==> config.mk <==
export PLATFORM = sky130hd
export DESIGN_NAME = qed_dup_scheduler
export DESIGN_NICKNAME = d
export VERILOG_FILES = /design/src/rtl/qed_pkg.sv /design/src/rtl/qed_dup_fifo.sv /design/src/rtl/qed_dup_scheduler.sv
export SDC_FILE = /design/constraint.sdc
export NUM_CORES = 1
export LEC_CHECK = 0
export CORE_MARGIN = 1.5
export CORE_UTILIZATION = 34
export CTS_CLUSTER_SIZE = 20
export DETAILED_ROUTE_END_ITERATION = 8
export GPL_ROUTABILITY_DRIVEN = 0
export PLACE_DENSITY_LB_ADDON = 0.15
export SLEW_MARGIN = 20
export SYNTH_ARGS = -nofsm -noshare
export SYNTH_HDL_FRONTEND = slang
export SYNTH_SLANG_ARGS = --single-unit
==> constraint.sdc <==
create_clock -name clk -period 4.9 [get_ports clk]
set_input_delay 0.49 -clock clk [delete_from_list [all_inputs] [get_ports clk]]
set_output_delay 0.49 -clock clk [all_outputs]
set_load 0.05 [all_outputs]
==> src/rtl/qed_pkg.sv <==
// Shared types and constants for the QED duplicate scheduler.
package qed_pkg;

  localparam int INSN_W = 32;
  localparam logic [INSN_W-1:0] QED_NOP = 32'h0000_0013;

  typedef enum logic [0:0] {
    ORIG = 1'b0,
    DUP  = 1'b1
  } qed_state_t;

endpackage

==> src/rtl/qed_dup_fifo.sv <==
// In-order queue of transformed duplicates; the head is presented combinationally.
module qed_dup_fifo
  import qed_pkg::*;
#(
  parameter int DEPTH  = 16,
  parameter int ADDR_W = 4
) (
  input  logic              clk,
  input  logic              rst,
  input  logic              push,
  input  logic              pop,
  input  logic [INSN_W-1:0] wdata,
  output logic [INSN_W-1:0] head,
  output logic [ADDR_W:0]   count,
  output logic              full,
  output logic              empty
);

  localparam logic [ADDR_W:0] FULL_CNT = (ADDR_W+1)'(DEPTH);
  localparam logic [ADDR_W:0] ZERO_CNT = {(ADDR_W+1){1'b0}};

  logic [INSN_W-1:0] mem_q [DEPTH];
  logic [ADDR_W-1:0] wr_ptr_q, wr_ptr_d;
  logic [ADDR_W-1:0] rd_ptr_q, rd_ptr_d;
  logic [ADDR_W:0]   count_q, count_d;
  logic              do_push_s, do_pop_s;

  assign full  = (count_q == FULL_CNT);
  assign empty = (count_q == ZERO_CNT);
  assign count = count_q;
  // An empty queue shows a NOP rather than stale storage.
  assign head  = empty ? QED_NOP : mem_q[rd_ptr_q];

  always_comb begin
    do_push_s = push & ~full;
    do_pop_s  = pop & ~empty;
    wr_ptr_d  = do_push_s ? (wr_ptr_q + 1'b1) : wr_ptr_q;
    rd_ptr_d  = do_pop_s  ? (rd_ptr_q + 1'b1) : rd_ptr_q;
    case ({do_push_s, do_pop_s})
      2'b10:   count_d = count_q + 1'b1;
      2'b01:   count_d = count_q - 1'b1;
      default: count_d = count_q;
    endcase
  end

  always_ff @(posedge clk) begin
    if (rst) begin
      wr_ptr_q <= {ADDR_W{1'b0}};
      rd_ptr_q <= {ADDR_W{1'b0}};
      count_q  <= ZERO_CNT;
    end else begin
      wr_ptr_q <= wr_ptr_d;
      rd_ptr_q <= rd_ptr_d;
      count_q  <= count_d;
    end
  end

  always_ff @(posedge clk) begin
    if (do_push_s) begin
      mem_q[wr_ptr_q] <= wdata;
    end
  end

endmodule

==> src/rtl/qed_dup_scheduler.sv <==
// ORIG/DUP sequencing controller for the QED instruction mux.
// Optional QED_AUTO_DRAIN_EN: a full queue forces DUP instead of holding fetch.
module qed_dup_scheduler
  import qed_pkg::*;
#(
  parameter int DEPTH  = 16,
  parameter int ADDR_W = 4
) (
  input  logic              clk,
  input  logic              rst,
  input  logic              ena,
  input  logic              ifu_valid,
  input  logic              stall,
  input  logic [INSN_W-1:0] qed_dup_instruction,
  input  logic              dup_req,
  output logic              exec_dup,
  output logic [INSN_W-1:0] qed_instruction,
  output logic              fetch_hold,
  output logic              qed_ready
);

  localparam logic [ADDR_W:0] FULL_CNT = (ADDR_W+1)'(DEPTH);
  localparam logic [ADDR_W:0] ZERO_CNT = {(ADDR_W+1){1'b0}};

  qed_state_t      state_q, state_d;
  logic            paired_q, paired_d;
  logic            qed_ready_q;
  logic            accept_s, push_s, pop_s, forced_s;
  logic            full_s, empty_s;
  logic [ADDR_W:0] count_s, count_next_s;

  qed_dup_fifo #(
    .DEPTH  (DEPTH),
    .ADDR_W (ADDR_W)
  ) u_fifo (
    .clk   (clk),
    .rst   (rst),
    .push  (push_s),
    .pop   (pop_s),
    .wdata (qed_dup_instruction),
    .head  (qed_instruction),
    .count (count_s),
    .full  (full_s),
    .empty (empty_s)
  );

`ifdef QED_AUTO_DRAIN_EN
  assign fetch_hold = 1'b0;
  assign forced_s   = (count_next_s == FULL_CNT);
`else
  assign fetch_hold = (state_q == ORIG) && (count_s == FULL_CNT);
  assign forced_s   = 1'b0;
`endif

  assign exec_dup  = ena & (state_q == DUP);
  assign qed_ready = qed_ready_q;

  always_comb begin
    accept_s = ena & ifu_valid & ~stall & ~fetch_hold;
    push_s   = accept_s & (state_q == ORIG);
    pop_s    = accept_s & (state_q == DUP);
    case ({push_s & ~full_s, pop_s & ~empty_s})
      2'b10:   count_next_s = count_s + 1'b1;
      2'b01:   count_next_s = count_s - 1'b1;
      default: count_next_s = count_s;
    endcase
    state_d  = state_q;
    paired_d = paired_q;
    case (state_q)
      ORIG: begin
        if (ena & ((dup_req & (count_next_s != ZERO_CNT)) | forced_s)) begin
          state_d = DUP;
        end else begin
          state_d = ORIG;
        end
      end
      DUP: begin
        // The first completed replay marks the stream as balanced for good.
        if (ena & (count_next_s == ZERO_CNT)) begin
          state_d  = ORIG;
          paired_d = 1'b1;
        end else begin
          state_d = DUP;
        end
      end
      default: state_d = ORIG;
    endcase
  end

  always_ff @(posedge clk) begin
    if (rst) begin
      state_q     <= ORIG;
      paired_q    <= 1'b0;
      qed_ready_q <= 1'b0;
    end else begin
      state_q  <= state_d;
      paired_q <= paired_d;
      if (ena) begin
        qed_ready_q <= (state_q == ORIG) && (count_s == ZERO_CNT) && paired_q;
      end else begin
        qed_ready_q <= qed_ready_q;
      end
    end
  end

endmodule

Word level (Yosys, flattened, before mapping)
Memory sizes are Yosys's and may differ from the RTL's. A register that Yosys moved wholly into a read port is not among the register bits.
Cells that the tools add are included.
{"block": "word_totals", "regBits": 16, "latch_bits": 0, "ram_bits": 512, "romBits": 0, "inputBits": 38, "out_inout_bits": 35, "wordCells": 46, "n_memories": 1}
{"memory": "u_fifo.mem_q", "depth": 16, "width": 32, "rd": 1, "rd_ports_with_merged_regs": 1, "write_ports": 1, "line_no": "qed_dup_fifo.sv:22", "source": "logic [INSN_W-1:0] mem_q [DEPTH];"}
{"block": "classes", "add_sub_neg": 4, "mul": 0, "div_mod_pow": 0, "order_cmp": 0, "n_eq_ne": 3, "shift": 0, "muxes": 9, "bitwise_logic": 16, "reduce_logical": 7}
{"cell": "32-bit 2-to-1 mux", "count": 1}
{"cell": "1-bit bitwise AND", "count": 11}
{"cell": "5-bit zero test", "count": 2}
{"cell": "5-bit one-hot mux with 2 select lines", "count": 1}
{"cell": "4-bit by 1-bit adder with 4-bit output (second input constant)", "count": 2}
{"cell": "4-bit 2-to-1 mux", "count": 2}
{"cell": "5-bit by 1-bit adder with 5-bit output (second input constant)", "count": 1}
{"cell": "5-bit equality test (second input constant)", "count": 1}
{"cell": "1-bit inverter", "count": 5}
{"cell": "5-bit nonzero test", "count": 1}
{"cell": "5-bit by 1-bit subtractor with 5-bit output (second input constant)", "count": 1}
{"cell": "1-bit 2-to-1 mux", "count": 4}
{"cell": "1-bit logical AND", "count": 3}
{"cell": "2-bit by 1-bit equality test with 1-bit output (second input constant)", "count": 1}
{"cell": "2-bit equality test (second input constant)", "count": 1}
{"cell": "1-bit one-hot mux with 2 select lines", "count": 1}
{"cell": "2-bit AND reduction", "count": 1}

Logic depth before layout (Yosys ltp)
{"block": "depth", "depth_word": 13, "depth_mapped": 13, "depth_no_buf": 11}

Cells and area by module
From an unflattened synthesis, not the netlist that was laid out.
{"block": "unflattened", "cells_unflattened": 916, "hier_area_um2": 20764.9}
{"mod": "qed_dup_fifo", "n_inst": 1, "cells_per_inst": 869, "area_per_inst_um2": 20382.0, "seq_area_each_um2": 15715.1}
{"mod": "qed_dup_scheduler", "n_inst": 1, "cells_per_inst": 47, "area_per_inst_um2": 382.9, "seq_area_each_um2": 60.1}

Least setup slack after synthesis
Ideal clock, no wire load.
{"block": "synth_timing", "path_type": "input to register", "from": "input port ifu_valid", "to": "memory u_fifo.mem_q[3][0], enable pin", "setup_ns": 0.461, "arrival_ns": 3.571, "required_time_ns": 4.439, "slack_ns": 0.868, "path_stages": 4, "path_buffers": 0, "cell_sequence": "nand2_1 -> a2111oi_4 -> nand2_1 -> nor3_1"}
{"block": "synth_via", "elab_chain_cells": 7}
{"element": "start, declared", "line_no": "qed_dup_scheduler.sv:12", "source": "input logic ifu_valid,"}
{"element": "1-bit bitwise AND (3 in series)", "line_no": "qed_dup_scheduler.sv:59", "source": "accept_s = ena & ifu_valid & ~stall & ~fetch_hold;"}
{"element": "1-bit bitwise AND", "line_no": "qed_dup_scheduler.sv:60", "source": "push_s = accept_s & (state_q == ORIG);"}
{"element": "1-bit bitwise AND", "line_no": "qed_dup_fifo.sv:35", "source": "do_push_s = push & ~full;"}
{"element": "1-bit 2-to-1 mux", "line_no": "qed_dup_fifo.sv:59", "source": "if (do_push_s) begin"}
{"element": "1-bit 2-to-1 mux (not written as such)", "line_no": "qed_dup_fifo.sv:60", "source": "mem_q[wr_ptr_q] <= wdata;"}
{"element": "end, declared", "line_no": "qed_dup_fifo.sv:22"}
Every way passes these cells.

==> results.py <==
metrics = {
    "worst_setup_path": {
        "ff2ff_path_depth": 11,
        "critical_path_required_ns": 4.41,
        "startpoint_type": "flop",
        "r2r_slack_ns": 1.58,
        "r2r_end": "paired_q$_SDFFE_PP0P_",
        "r2r-start": "u_fifo.count[1]$_SDFF_PP0_",
        "path_class": "reg -> out",
        "arrival_ns": 3.62,
        "cp_max_fo": 22,
        "end_kind": "primary output",
    },
    "timing": {
        "min_period_ns": 4.11,
        "tightest_slew_ns": 0.744,
        "slew_violations": 0,
        "rsz0062_at_grt": "no",
        "slew_headroom_pct": 50.3,
        "fmax_mhz": 243,
        "setup_tns_ns": 0,
        "hold_violations": 0,
        "period_share_pct": 83.9,
        "finalSetupViolations": 0,
        "fin_skew_ns": 0.00895,
    },
    "power": {
        "vdd_drop_max_v": 0.000262,
        "power.density_nw_per_um2": 384,
        "p_leak_nw": 7.28,
        "power_mw": 9.32,
    },
    "yosys": {
        "avgSynthCellArea_um2": 23.5,
        "synth_top_family_by_area": "multiplexers",
        "ys_ff_latch": 532,
        "synthSimpleGateAreaFrac_pct": 2.43,
        "ys_types": 36,
        "synth_edf_count": 512,
        "synth-compound-area-share_pct": 0.763,
        "synth.net_count": 920,
        "muxShareOfSynthArea_pct": 17.7,
        "ys_warn_count": 0,
        "synthAdderAreaFrac_pct": 0.488,
        "synth.cell_area_um2": 20500,
        "synth_cells": 874,
        "ys_seq_area_share_pct": 77.0,
        "async_reset_ff_share_pct": 0,
        "synth_xor_xnor_area_share_pct": 0.470,
        "synth_top_flop_cell": "edfxtp_1",
    },
    "floorplanning": {
        "pin_count": 73,
        "die_h_um": 249,
        "initial_core_util_pct": 34.5,
        "rows": 89,
        "core_area_um2": 59400,
        "die_w_um": 249,
        "fp.dieArea_um2": 61800,
    },
    "global_route": {
        "grt_pass1_vias": 9636,
        "grt_first_pass_wirelength_um": 67800,
        "grt_max_degree": 34,
        "gr-total-overflow": 0,
        "antenna_found_initial": 2,
        "grt.total_usage_pct": 15.1,
    },
    "hold_path": {
        "hold_path_startpoint": "qed_ready$_SDFFE_PP0P_",
        "min_path_cells": 2,
        "hold_end": "qed_ready$_SDFFE_PP0P_",
        "hp-class": "reg -> reg",
    },
    "routing": {
        "viasPerCell": 5.04,
        "drc": 0,
        "wl_per_cell_um": 25.5,
        "num_vias": 9126,
        "ant_nets": 0,
        "drt_wl_total_um": 46100,
        "dr.pass1.iters": 4,
        "drtIter0Drc": 631,
    },
    "clocking": {
        "htree_levels": 2,
        "cts_resized": 0,
        "cts-root-buf": "clkbuf_16",
        "cts_buffers": 55,
        "cts.sinks": 532,
        "cts_hold_buf": 0,
        "clk_path_buf_depth": 3,
        "clkTransAtPathRegs_ns": 0.06,
        "clk-insertion-delay-late_ns": 0.60,
        "cts_setup_buffers": 0,
        "tritoncts": "done",
    },
    "layout": {
        "fin_nets": 1038,
        "ff_latch_area_um2": 15800,
        "multiInputGateArea_um2": 4600,
        "fin_cells": 1811,
        "drive_above_1_share_pct": 28.5,
        "synthToLayoutAreaGrowth_pct": 18.4,
        "nFillCells": 5138,
    },
    "place": {
        "port_buffers": 72,
        "dp.cells": 1708,
        "hpwl_um": 25100,
    },
    "status": {
        "status": "finished, final reports clean",
    },
    "flow_run": {
        "max_cap_violations": 0,
    },
}
==> layout make-up <==
cell class                      count  area share (%)
Antenna cell                        2          0.0206
Clock buffer                       73            6.12
Clock inverter                     28            1.12
Inverter                            5          0.0773
Multi-Input combinational cell    292            18.9
Sequential cell                   532            65.0
Tap cell                          773            3.98
Timing Repair Buffer              106            4.69
==> cell families after synthesis <==
| group | Yosys count |
|---|---|
| buffers and inverters | 50 |
| xor gates and xnor gates | 11 |
| DFF | 532 |
| and+or+nand+nor | 92 |
| muxes | 163 |
| adders and majority gates | 8 |
| AOI/OAI and AO/OA | 18 |
==> sequential cells by signal (all words and copies together), names as in the netlist, named ones only <==
name,count
paired_q,1
qed_ready,1
state_q,1
u_fifo.count,5
u_fifo.mem_q,512
u_fifo.rd_ptr_q,4
u_fifo.wr_ptr_q,4
==> critical path, stage by stage (launching register included) <==
cell             delay [ns]
dfxtp_4                0.71
buf_12                 0.30
mux4_2                 0.56
mux4_2                 0.51
or2_1                  0.23
clkdlybuf4s50_1        0.70
==> report_power, final <==
part           total, mW  switching [mW]  internal (mW)
Combinational      0.227           0.149         0.0776
Clock               4.10            1.71           2.39
Sequential          5.00         0.00601           4.99
==> placed cells by master (no fill, tap or decap), drive strengths merged, types with 2 or more instances in the layout <==
| cell | count |
|---|---|
| nor2 | 30 |
| nand4 | 4 |
| xnor2 | 2 |
| clkbuf | 73 |
| nor3 | 4 |
| and2 | 2 |
| nand2 | 7 |
| inv | 7 |
| or2 | 3 |
| nor2b | 33 |
| nand2b | 4 |
| clkdlybuf4s50 | 72 |
| mux2i | 3 |
| mux4 | 160 |
| bufinv | 5 |
| diode | 2 |
| ha | 8 |
| edfxtp | 512 |
| xor2 | 9 |
| clkinv | 21 |
| a21oi | 8 |
| a2111oi | 2 |
| buf | 34 |
| o21ai | 2 |
| dfxtp | 20 |
==> synth_stat cells (all sizes together), types with 5 or more instances <==
library cell | n | area share [%]
nand2 | 7 | 0.13
xor2 | 9 | 0.38
nor2 | 30 | 0.55
nor2b | 33 | 1.0
inv | 5 | 0.092
buf | 28 | 0.77
dfxtp | 20 | 2.0
edfxtp | 512 | 75
a21oi | 8 | 0.20
clkbuf | 17 | 0.31
mux4 | 160 | 18
ha | 8 | 0.49
==> metal layers <==
metal,up-vias,track usage [%],share of wire [%]
met4,0,4.28,2.1
met2,174,25.4,50
met5,-,0,0
li1,3936,-,-
met3,59,2.67,4.3
met1,4957,20.3,44
==> stage by stage <==
stage                     util, %  cell area [um2]  worst slack [ns]  hold slack (ns)
after floorplan                 -            20500             0.868            0.428
after global placement       37.9            22500              1.13            0.459
after detailed placement     37.9            22500              1.02            0.464
after CTS                    40.9            24300             0.666            0.477
after global routing         40.9            24300             0.602            0.516
final                        40.9            24300             0.788            0.473
==> worst max path at each step <==
stage | from | endpoint | slack (ns)
floorplan | ifu_valid | u_fifo.mem_q[3][0]$_DFFE_PP_ | 0.87
global placement | ena | paired_q$_SDFFE_PP0P_ | 1.13
detailed placement | ena | paired_q$_SDFFE_PP0P_ | 1.02
CTS | flop | qed_instruction[2] | 0.67
global route | flop | qed_instruction[9] | 0.60
finish | flop | qed_instruction[4] | 0.79
No activity file was read; power rests on OpenSTA's default activity.
